## src/rtl/spi_adc_slave_if.sv

```systemverilog
// Serial ADC link bundle: the master's cs/sclk plus the sample feed, and the device's sdo and frame status.
interface spi_adc_slave_if #(
  parameter int DATA_W = 12
);
  logic              cs;
  logic              sclk;
  logic [DATA_W-1:0] sample;
  logic              sample_vld;
  logic              sdo;
  logic              sdo_oe;
  logic              busy;
  logic              frame_done;
  logic              frame_err;

  modport master (
    output cs, sclk, sample, sample_vld,
    input  sdo, sdo_oe, busy, frame_done, frame_err
  );

  modport slave (
    input  cs, sclk, sample, sample_vld,
    output sdo, sdo_oe, busy, frame_done, frame_err
  );
endinterface

```

## src/rtl/spi_adc_slave.sv

```systemverilog
// Device-side serial ADC emulator: oversamples cs/sclk on clk and shifts out
// LEAD_ZEROS zeros then a DATA_W-bit sample, MSB first, once per cs-low frame.
module spi_adc_slave #(
  parameter int DATA_W     = 12,
  parameter int LEAD_ZEROS = 4
) (
  input logic            clk,
  input logic            rst_n,
  spi_adc_slave_if.slave bus
);
  localparam int FRAME_W = DATA_W + LEAD_ZEROS;
  localparam int CNT_W   = $clog2(FRAME_W + 1);
  localparam logic [CNT_W-1:0] LAST_BIT = CNT_W'(FRAME_W - 1);
  localparam logic [CNT_W-1:0] FULL_CNT = CNT_W'(FRAME_W);

  typedef enum logic [1:0] {IDLE, SHIFT, DONE} state_e;

  // Two metastability flops plus one history flop per pin; all idle high.
  logic cs_m_q, cs_s_q, cs_h_q;
  logic sclk_m_q, sclk_s_q, sclk_h_q;

  always_ff @(posedge clk or negedge rst_n) begin
    if (!rst_n) begin
      cs_m_q   <= 1'b1;
      cs_s_q   <= 1'b1;
      cs_h_q   <= 1'b1;
      sclk_m_q <= 1'b1;
      sclk_s_q <= 1'b1;
      sclk_h_q <= 1'b1;
    end else begin
      cs_m_q   <= bus.cs;
      cs_s_q   <= cs_m_q;
      cs_h_q   <= cs_s_q;
      sclk_m_q <= bus.sclk;
      sclk_s_q <= sclk_m_q;
      sclk_h_q <= sclk_s_q;
    end
  end

  logic cs_fall, cs_rise, sclk_rise, sclk_fall;
  assign cs_fall   =  cs_h_q   & ~cs_s_q;
  assign cs_rise   = ~cs_h_q   &  cs_s_q;
  assign sclk_fall =  sclk_h_q & ~sclk_s_q;
  assign sclk_rise = ~sclk_h_q &  sclk_s_q;

  state_e             state_q, state_d;
  logic [DATA_W-1:0]  hold_q, hold_d;
  logic [FRAME_W-1:0] shreg_q, shreg_d;
  logic [CNT_W-1:0]   bit_cnt_q, bit_cnt_d;
  logic               frame_done_q, frame_done_d;
  logic               frame_err_q, frame_err_d;
  logic [DATA_W-1:0]  load_val;

  always_ff @(posedge clk or negedge rst_n) begin
    if (!rst_n) begin
      state_q      <= IDLE;
      hold_q       <= '0;
      shreg_q      <= '0;
      bit_cnt_q    <= '0;
      frame_done_q <= 1'b0;
      frame_err_q  <= 1'b0;
    end else begin
      state_q      <= state_d;
      hold_q       <= hold_d;
      shreg_q      <= shreg_d;
      bit_cnt_q    <= bit_cnt_d;
      frame_done_q <= frame_done_d;
      frame_err_q  <= frame_err_d;
    end
  end

  // A sample arriving in the cs_fall cycle bypasses the holding register.
  assign load_val = bus.sample_vld ? bus.sample : hold_q;

  always_comb begin
    state_d      = state_q;
    hold_d       = bus.sample_vld ? bus.sample : hold_q;
    shreg_d      = shreg_q;
    bit_cnt_d    = bit_cnt_q;
    frame_done_d = 1'b0;
    frame_err_d  = 1'b0;
    case (state_q)
      IDLE: begin
        if (cs_fall) begin
          shreg_d   = {{LEAD_ZEROS{1'b0}}, load_val};
          bit_cnt_d = '0;
          state_d   = SHIFT;
        end
      end
      SHIFT: begin
        if (cs_rise) begin
          // cs_rise wins over sclk, except it still completes a frame on its last rise.
          if (sclk_rise && bit_cnt_q == LAST_BIT) begin
            frame_done_d = 1'b1;
            bit_cnt_d    = FULL_CNT;
          end else begin
            frame_err_d  = 1'b1;
          end
          state_d = IDLE;
        end else if (sclk_rise && bit_cnt_q != FULL_CNT) begin
          bit_cnt_d = bit_cnt_q + 1'b1;
          if (bit_cnt_q == LAST_BIT) begin
            frame_done_d = 1'b1;
            state_d      = DONE;
          end
        end else if (sclk_fall && bit_cnt_q < FULL_CNT) begin
          shreg_d = {shreg_q[FRAME_W-2:0], 1'b0};
        end
      end
      DONE: begin
        if (cs_rise) state_d = IDLE;
      end
      default: state_d = IDLE;
    endcase
  end

  assign bus.sdo        = (state_q == SHIFT) & shreg_q[FRAME_W-1];
  assign bus.sdo_oe     = (state_q != IDLE);
  assign bus.busy       = (state_q != IDLE);
  assign bus.frame_done = frame_done_q;
  assign bus.frame_err  = frame_err_q;
endmodule

```

## src/flat_wrapper.sv

```systemverilog
// flat-port wrapper written by rule: the top's interface ports become plain ports
module spi_adc_slave_flat 
#(
  parameter int DATA_W     = 12,
  parameter int LEAD_ZEROS = 4
)
  (clk, rst_n, bus_cs, bus_sclk, bus_sample, bus_sample_vld, bus_sdo, bus_sdo_oe, bus_busy, bus_frame_done, bus_frame_err);
  spi_adc_slave_if #(.DATA_W(DATA_W)) bus_i ();
  input logic clk;
  input logic rst_n;
  input wire logic [$bits(bus_i.cs)-1:0] bus_cs;
  input wire logic [$bits(bus_i.sclk)-1:0] bus_sclk;
  input wire logic [$bits(bus_i.sample)-1:0] bus_sample;
  input wire logic [$bits(bus_i.sample_vld)-1:0] bus_sample_vld;
  output wire logic [$bits(bus_i.sdo)-1:0] bus_sdo;
  output wire logic [$bits(bus_i.sdo_oe)-1:0] bus_sdo_oe;
  output wire logic [$bits(bus_i.busy)-1:0] bus_busy;
  output wire logic [$bits(bus_i.frame_done)-1:0] bus_frame_done;
  output wire logic [$bits(bus_i.frame_err)-1:0] bus_frame_err;
  assign bus_i.cs = bus_cs;
  assign bus_i.sclk = bus_sclk;
  assign bus_i.sample = bus_sample;
  assign bus_i.sample_vld = bus_sample_vld;
  assign bus_sdo = bus_i.sdo;
  assign bus_sdo_oe = bus_i.sdo_oe;
  assign bus_busy = bus_i.busy;
  assign bus_frame_done = bus_i.frame_done;
  assign bus_frame_err = bus_i.frame_err;
  spi_adc_slave #(.DATA_W(DATA_W), .LEAD_ZEROS(LEAD_ZEROS)) u_core (.clk(clk), .rst_n(rst_n), .bus(bus_i));
endmodule
```

## config.mk

```make
export PLATFORM = sky130hd
export DESIGN_NAME = spi_adc_slave_flat
export DESIGN_NICKNAME = d
export VERILOG_FILES = /design/src/rtl/spi_adc_slave_if.sv /design/src/rtl/spi_adc_slave.sv /design/src/flat_wrapper.sv
export SDC_FILE = /design/constraint.sdc
export NUM_CORES = 1
export LEC_CHECK = 0
export CORE_MARGIN = 2
export CORE_UTILIZATION = 55
export DETAILED_ROUTE_END_ITERATION = 8
export PLACE_DENSITY_LB_ADDON = 0.05
export RECOVER_POWER = 25
export SYNTH_ARGS = -nofsm -noshare
export SYNTH_HDL_FRONTEND = slang
export SYNTH_SLANG_ARGS = --single-unit
export TNS_END_PERCENT = 10
```

## constraint.sdc

```tcl
create_clock -name clk -period 1.95 [get_ports clk]
set_input_delay 0.2925 -clock clk [delete_from_list [all_inputs] [get_ports clk]]
set_output_delay 0.2925 -clock clk [all_outputs]
set_load 0.02 [all_outputs]
```

# After elaboration in Yosys (flattened, before gate mapping)
# Cells that the tools add are included.
classes:
  n_addsub: 1
  n_bitwise: 9
  eq_ne: 12
  order_cmp: 1
  reduce_logical: 9
  n_mux: 25
op_table:
  columns: ["operator", "n"]
  rows:
  - ["$mux W16", 4]
  - ["$pmux W16 S2", 1]
  - ["$mux W5", 4]
  - ["$mux W12", 1]
  - ["$mux W2", 5]
  - ["$pmux W5 S2", 1]
  - ["$mux W1", 8]
  - ["$reduce_and A4 Y1", 2]
  - ["$ne A2 B1 Y1 const B", 3]
  - ["$ne A3 B1 Y1 const B", 2]
  - ["$pmux W2 S3", 1]
  - ["$add A5 B1 Y5 const B", 1]
  - ["$and A1 B1 Y1", 5]
  - ["$eq A5 B4 Y1 const B", 1]
  - ["$lt A5 B5 Y1 const B", 1]
  - ["$ne A5 B5 Y1 const B", 1]
  - ["$reduce_and A5 Y1", 1]
  - ["$ne A2 B2 Y1 const B", 2]
  - ["$not A1 Y1", 4]
  - ["$reduce_bool A2 Y1", 2]
  - ["$logic_and A1 B1 Y1", 3]
  - ["$ne A3 B3 Y1 const B", 1]
  - ["$eq A2 B1 Y1 const B", 1]
  - ["$eq A2 B2 Y1 const B", 1]
  - ["$logic_not A2 Y1", 1]
word_totals:
  wordCells: 69
  output_inout_bits: 5
  reg_bits: 43
  input_bits: 17

# Logic depth before layout (Yosys ltp)
# Gate-level depths: netlist of the first run.
depth:
  word_depth: 7
  ltp_mapped: 7
  ltp_nobuf: 7

# Worst setup path after synthesis of the first run
# No wires, ideal clock.
synth_timing:
  path_kind: "reg2reg"
  start: "register u_core.bit_cnt_q[0]"
  end: "register u_core.bit_cnt_q[1]"
  setup_slack_ns: 0.289
  path_stages_with_launch: 8
  arrival_time_ns: 1.578
  synth_period_minus_slack_ns: 1.661
  cell_sequence: "dfrtp_1 ha_1 and3_2 ha_1 nand3b_1 nor2_1 o31a_1 o21ai_0"
synth_via:
  elab_chain_len: 4
  word_cells_on_any_way: 11
synth_rtl:
  columns: ["element", "line_no", "text"]
  rows:
  - ["from (decl)", "spi_adc_slave.sv:49", "logic [CNT_W-1:0] bit_cnt_q, bit_cnt_d;"]
  - ["from (signal assigned)", "spi_adc_slave.sv:66", "bit_cnt_q <= bit_cnt_d;"]
  - ["$add A5 B1 Y5 (tied with other cells)", "spi_adc_slave.sv:101", "bit_cnt_d = bit_cnt_q + 1'b1;"]
  - ["$mux W5 (tied with other cells)", "spi_adc_slave.sv:100", "end else if (sclk_rise && bit_cnt_q != FULL_CNT) begin"]
  - ["$mux W5 (tied with other cells)", "spi_adc_slave.sv:91", "if (cs_rise) begin"]
  - ["$pmux W5 S2 or $reduce_and A4 Y1 (tied branches)", null, null]
# Several ways; a longest one is shown, not always the timed one. The select of a mux whose other input is x is not followed.
# A chain may end at the register's enable or synchronous reset.

# Final worst setup path of the first run
# Ends and elaborated chain as after synthesis.

==> metrics, run 1 <==
critical path type flop to flop; worst stage delay on the critical path 430 ps; CTS tree built; Peak VDD IR 563 uV; pin count of the biggest net entering global routing 23; CP Capture Type flop; worst-skew pair later-pin latency 350 ps; Worst Setup Start Kind flop; Yosys Warn Count 0; total grt overflow 0; worst-path fanout max 3; clk sinks 43; Mapped Cells 159; n_diodes 0; Vias/cell 5.30; Hold Violations, Final 0; CP bufs+invs 0; total length of routed wires 3.36 mm; RSZ-0062 raised after global routing no; Data arrival, critical path 2080 ps; routed vias 1,256; synth unique cells 35; Top delay family on crit path compound AO/OA/AOI/OAI gates; most used cell, CP ha_1; post-synthesis net count 179; # DRC 0; Initial Util 0.577; commonest non-fill, non-tap cell in the layout dfrtp_1; Worst-path clk slew 120 ps; sequential fraction of the synthesis area 0.558; Total Neg Setup Slack 0 ps; Root Driver clkbuf_4; Hold WS 370 ps; Req. time, crit path 2220 ps; max_cap viols 0; Final Util 0.687; Post-Syn Area 1940 um2; height of the chip 63.4 um; core area 3360 um2; initial DRC count 71; hpwl dp 2.40 mm; Final setup viols 0; critical path, cell by cell ha_1, and3_2, ha_1, nand3b_1, nor2_1, o31a_1, o21ai_0; PwrDens 945 nW/um2; most frequent cells in the layout dfrtp_1 (37), mux2i_1 (25), inv_1 (21); initial antenna violation count 0; All-Layer GR Usage 0.201; Slew HR 0.191; min cycle time layout 1810 ps; GP Congestion 0.746; nets 210; Buffers on Ports 21; number of synthesized register bits 43; Final Cycle Share 0.929; Ports 22; Pre-Repair DR Iteration Count 4; Leak 1.10 nW; status complete, no violations; Hold WC Path Type flop to flop; total CTS buffers 5; final setup skew 14.6 ps; Max Freq 0.552 GHz; vias in the first global route 1,333; max-slew violation count 0; Avg Cell Area, Syn 12.2 um2; pin slew with the least headroom to its limit 1210 ps; Slowest-stage cell, CP dfrtp_1; H-tree levels 2; CTS max path bufs 2; Syn-to-layout area delta 19.0%; Row Count 21; Detail Route Antenna Nets 0; Routed WL per cell 14.2 um; chip width 63.4 um; first-pass GRT wire length 6.24 mm; die area 4020 um2; fraction of layout cells with a size suffix above 1 0.204
-- metrics by stage --
stage	worst slack (ps)	area [um2]	power [W]	cells
6_report	139	2310	0.00218	237
5_1_grt	5.36	2310	0.00234	237
4_1_cts	38.2	2300	0.00221	236
3_5_place_dp	85.9	2240	0.00179	227
3_3_place_gp	195	2240	0.00175	227
2_1_floorplan	289	1940	0.00159	159
-- cell families after synthesis --
family | synth area share
buffers and inverters | 0.0600
muxes | 0.204
DFF | 0.558
and+or+nand+nor | 0.0948
adders and majority gates | 0.0193
AOI/OAI and AO/OA | 0.0632
-- layer usage --
metal  global-route usage  vias up  part of all wire
li1                     -      597                 -
met1                0.271      612              0.44
met2                0.314       41              0.48
met3               0.0625        6             0.064
met4               0.0625        0             0.014
met5                    0        -                 0
-- worst reg2reg max path, cell delays in order (launching register included) --
cell	delay (ps)
dfrtp_1	430
ha_1	230
and3_2	220
ha_1	170
nand3b_1	110
nor2_1	70
o31a_1	310
o21ai_0	180
-- repair_timing --
action                                 CTS  global route
hold buffers                             1             0
setup endpoints to repair                3             3
gates resized for setup                  3             0
setup buffers                            0             1
endpoints found under the hold margin   21             0
-- synth_stat cells, drive strengths merged --
library cell,count,area [um2]
o21a,1,7.51
nand2,7,26.3
a31oi,3,18.8
nor4b,1,8.76
and4bb,1,16.3
nor3,1,5.00
and3,2,13.8
a21oi,4,20.0
or2,1,6.26
nand3,2,10.0
o31a,2,17.5
mux2,13,146
o21ai,8,43.8
nor2,2,7.51
inv,21,78.8
or3,2,17.5
dfstp,6,158
nand4,1,6.26
a211oi,1,7.51
nor2b,2,20.0
ha,3,37.5
buf,5,33.8
clkbuf,1,3.75
nand3b,1,7.51
nand2b,5,38.8
mux2i,25,250
o211ai,1,7.51
dfrtp,37,926
-- state kept, by name, summed over array words and instances, names as in the netlist --
signal	flops
u_core.bit_cnt_q	5
u_core.bus.frame_done	1
u_core.bus.frame_err	1
u_core.cs_h_q	1
u_core.cs_m_q	1
u_core.cs_s_q	1
u_core.hold_q	12
u_core.sclk_h_q	1
u_core.sclk_m_q	1
u_core.sclk_s_q	1
u_core.shreg_q	16
u_core.state_q	2
-- where the power goes --
group / switching (W) / internal (W)
combinational: 0.000287 / 0.000287
clock: 0.000283 / 0.000139
sequential: 0.000101 / 0.00109
-- path summary, 6_finish.rpt --
kind | start | endpoint | slack (ps) | cells past startpoint
worst max-delay path | u_core.bit_cnt_q[0]$_DFFE_PN0P_ | u_core.bit_cnt_q[1]$_DFFE_PN0P_ | 140 | 7
worst min-delay path | u_core.cs_m_q$_DFF_PN1_ | u_core.cs_s_q$_DFF_PN1_ | 370 | 0
worst max register to register | u_core.bit_cnt_q[0]$_DFFE_PN0P_ | u_core.bit_cnt_q[1]$_DFFE_PN0P_ | 140 | 7
worst min register to register | u_core.cs_m_q$_DFF_PN1_ | u_core.cs_s_q$_DFF_PN1_ | 370 | 0
max in group asynchronous | rst_n | u_core.sclk_m_q$_DFF_PN1_ | 450 | 3
min in group asynchronous | rst_n | u_core.shreg_q[11]$_DFFE_PN0P_ | 700 | 2
-- layout make-up --
class,instances,area (um2)
fill,292,1050
multi-input combinational,89,741
tap,46,57.6
sequential,43,1080
inverter,21,78.8
timing repair buffer,30,295
clock inverter,2,12.5
clock buffer,6,41.3
Note: power is estimated with default switching activity, not from simulation.
==> run 2, diff against run 1 <==
- CELL_PAD_IN_SITES_DETAIL_PLACEMENT: default -> 1
- CELL_PAD_IN_SITES_GLOBAL_PLACEMENT: default -> 1
- CORE_MARGIN: 2 -> 1
- CORE_UTILIZATION: 55 -> 44
==> run 2 against run 1 <==
Register-to-register slack hardly changed. Fmax is 3.6% lower. Clock power is 49% higher. Flip-flop and latch count stayed put. Largest power group unchanged. Highest routed layer unchanged.
==> metrics, run 2 (synthesized netlist as in run 1, its figures left out) <==
status complete, no violations (unchanged); Buffers on Ports 21 (unchanged); # DRC 0 (unchanged); worst stage delay on the critical path 540 ps (was 430 ps); critical path, cell by cell or2_2, clkdlybuf4s50_1 (was ha_1, and3_2, ha_1, nand3b_1, nor2_1, o31a_1, o21ai_0); Peak VDD IR 513 uV (was 563 uV); Ports 22 (unchanged); CP bufs+invs 1 (was 0); first-pass GRT wire length 6.20 mm (was 6.24 mm); Worst Setup Start Kind flop (unchanged); number of flip-flops in the largest register 16 (unchanged); CTS max path bufs 2 (unchanged); most frequent cells in the layout dfrtp_1 (37), mux2i_1 (25), inv_1 (21) (unchanged); fraction of layout cells with a size suffix above 1 0.209 (was 0.204); total CTS buffers 5 (unchanged); pin count of the biggest net entering global routing 25 (was 23); Initial Util 0.472 (was 0.577); Slowest-stage cell, CP clkdlybuf4s50_1 (was dfrtp_1); dpl ws 104 ps (was 85.9 ps); GP Congestion 0.894 (was 0.746); CTS tree built (unchanged); Routed WL per cell 15.3 um (was 14.2 um); CP Capture Type primary output (was flop); Req. time, crit path 1660 ps (was 2220 ps); Detail Route Antenna Nets 0 (unchanged); vias in the first global route 1,349 (was 1,333); Vias/cell 5.13 (was 5.30); Hold Violations, Final 0 (unchanged); chip width 68.4 um (was 63.4 um); Leak 1.14 nW (was 1.10 nW); H-tree levels 2 (unchanged); Placed Area 2240 um2 (about the same); pin slew with the least headroom to its limit 1130 ps (was 1210 ps); initial antenna violation count 0 (unchanged); worst-skew pair later-pin latency 290 ps (was 350 ps); Final setup viols 0 (unchanged); biggest regs u_core.shreg_q x16, u_core.hold_q x12, u_core.bit_cnt_q x5 (unchanged); routed vias 1,237 (was 1,256); die area 4680 um2 (was 4020 um2); height of the chip 68.4 um (was 63.4 um); fin worst setup slack 71.0 ps (was 139 ps); commonest non-fill, non-tap cell in the layout dfrtp_1 (unchanged); n_diodes 0 (unchanged); Pre-Repair DR Iteration Count 4 (unchanged); max-slew violation count 0 (unchanged); All-Layer GR Usage 0.186 (was 0.201); Data arrival, critical path 1590 ps (was 2080 ps); Non-Filler Instances 241 (was 237); worst-path fanout max 5 (was 3); Worst-path clk slew 80 ps (was 120 ps); PwrDens 1020 nW/um2 (was 945 nW/um2); Final Cycle Share 0.964 (was 0.929); Final Util 0.574 (was 0.687); final setup skew 7.01 ps (was 14.6 ps); Root Driver clkbuf_8 (was clkbuf_4); Max Freq 0.532 GHz (was 0.552 GHz); # placed instances 231 (was 227); total grt overflow 0 (unchanged); Most flops, register u_core.shreg_q (unchanged); critical path type flop to primary output (was flop to flop); initial DRC count 24 (was 71); Top delay family on crit path buffers and inverters (was compound AO/OA/AOI/OAI gates); Final Instance Area 2360 um2 (was 2310 um2); Syn-to-layout area delta 21.7% (was 19.0%); nets 210 (unchanged); core area 4120 um2 (was 3360 um2); max_cap viols 0 (unchanged); Hold WC Path Type flop to flop (unchanged); Slew HR 0.250 (was 0.191); clk sinks 43 (unchanged); total length of routed wires 3.69 mm (was 3.36 mm); min cycle time layout 1880 ps (was 1810 ps); hpwl dp 2.77 mm (was 2.40 mm); Row Count 23 (was 21)
run 2: repair_timing:
| item | in CTS | in global routing |
|---|---|---|
| endpoints found under the setup margin | 0 | 4 |
| buffers inserted | 0 | 1 |
| gates resized for setup | 0 | 3 |
| endpoints found under the hold margin | 19 | 0 |
| hold buffers | 1 | 0 |
run 2: worst paths after layout:
kind | startpoint | to | slack, ps | depth (start not counted)
min | u_core.sclk_m_q$_DFF_PN1_ | u_core.sclk_s_q$_DFF_PN1_ | 360 | 0
max reg2reg | u_core.bit_cnt_q[0]$_DFFE_PN0P_ | u_core.bit_cnt_q[3]$_DFFE_PN0P_ | 130 | 8
min reg2reg | u_core.sclk_m_q$_DFF_PN1_ | u_core.sclk_s_q$_DFF_PN1_ | 360 | 0
min in group asynchronous | rst_n | u_core.bit_cnt_q[2]$_DFFE_PN0P_ | 740 | 2
max in group asynchronous | rst_n | u_core.cs_m_q$_DFF_PN1_ | 450 | 3
max | u_core.state_q[0]$_DFFE_PN0P_ | bus_sdo_oe | 70 | 2
run 2: through the flow:
stage	power (W)	setup TNS, ps	hold slack (ps)
floorplan	0.00159	0	-3.09
global placement	0.00176	0	268
detailed placement	0.00180	0	278
CTS	0.00244	0	360
global route	0.00256	-4.80	368
finish	0.00240	0	364
run 2: where the power goes:
group	leakage [nW]	internal, W	total (W)	switching [W]
logic	0.565	0.000289	0.000578	0.000288
registers	0.523	0.00109	0.00119	0.000104
clock network	0.0505	0.000322	0.000629	0.000307
total	1.14	0.00170	0.00240	0.000700
run 2: layout make-up:
| class | instances | area, um2 |
|---|---|---|
| clock buffer | 7 | 96.3 |
| timing repair buffer | 30 | 292 |
| sequential | 43 | 1080 |
| fill | 442 | 1750 |
| clock inverter | 1 | 7.51 |
| inverter | 21 | 78.8 |
| multi-input combinational | 89 | 741 |
| tap | 50 | 62.6 |
run 2: layer usage:
| layer | share of wire | vias to the layer above | GRT usage | routed length (um) |
|---|---|---|---|---|
| li1 | - | 600 | - | - |
| met1 | 0.46 | 614 | 0.227 | 1690 |
| met2 | 0.49 | 18 | 0.311 | 1820 |
| met3 | 0.036 | 5 | 0.0550 | 134 |
| met4 | 0.012 | 0 | 0.0625 | 45 |
| met5 | 0 | - | 0 | 0 |
run 2: worst register-to-register path: cells and delay by family (launching register included):
family,cells,cell delay [ps]
buffers and inverters,1,140
DFF,1,400
AOI/OAI and AO/OA,3,410
and+or+nand+nor,2,380
adders and majority gates,2,410
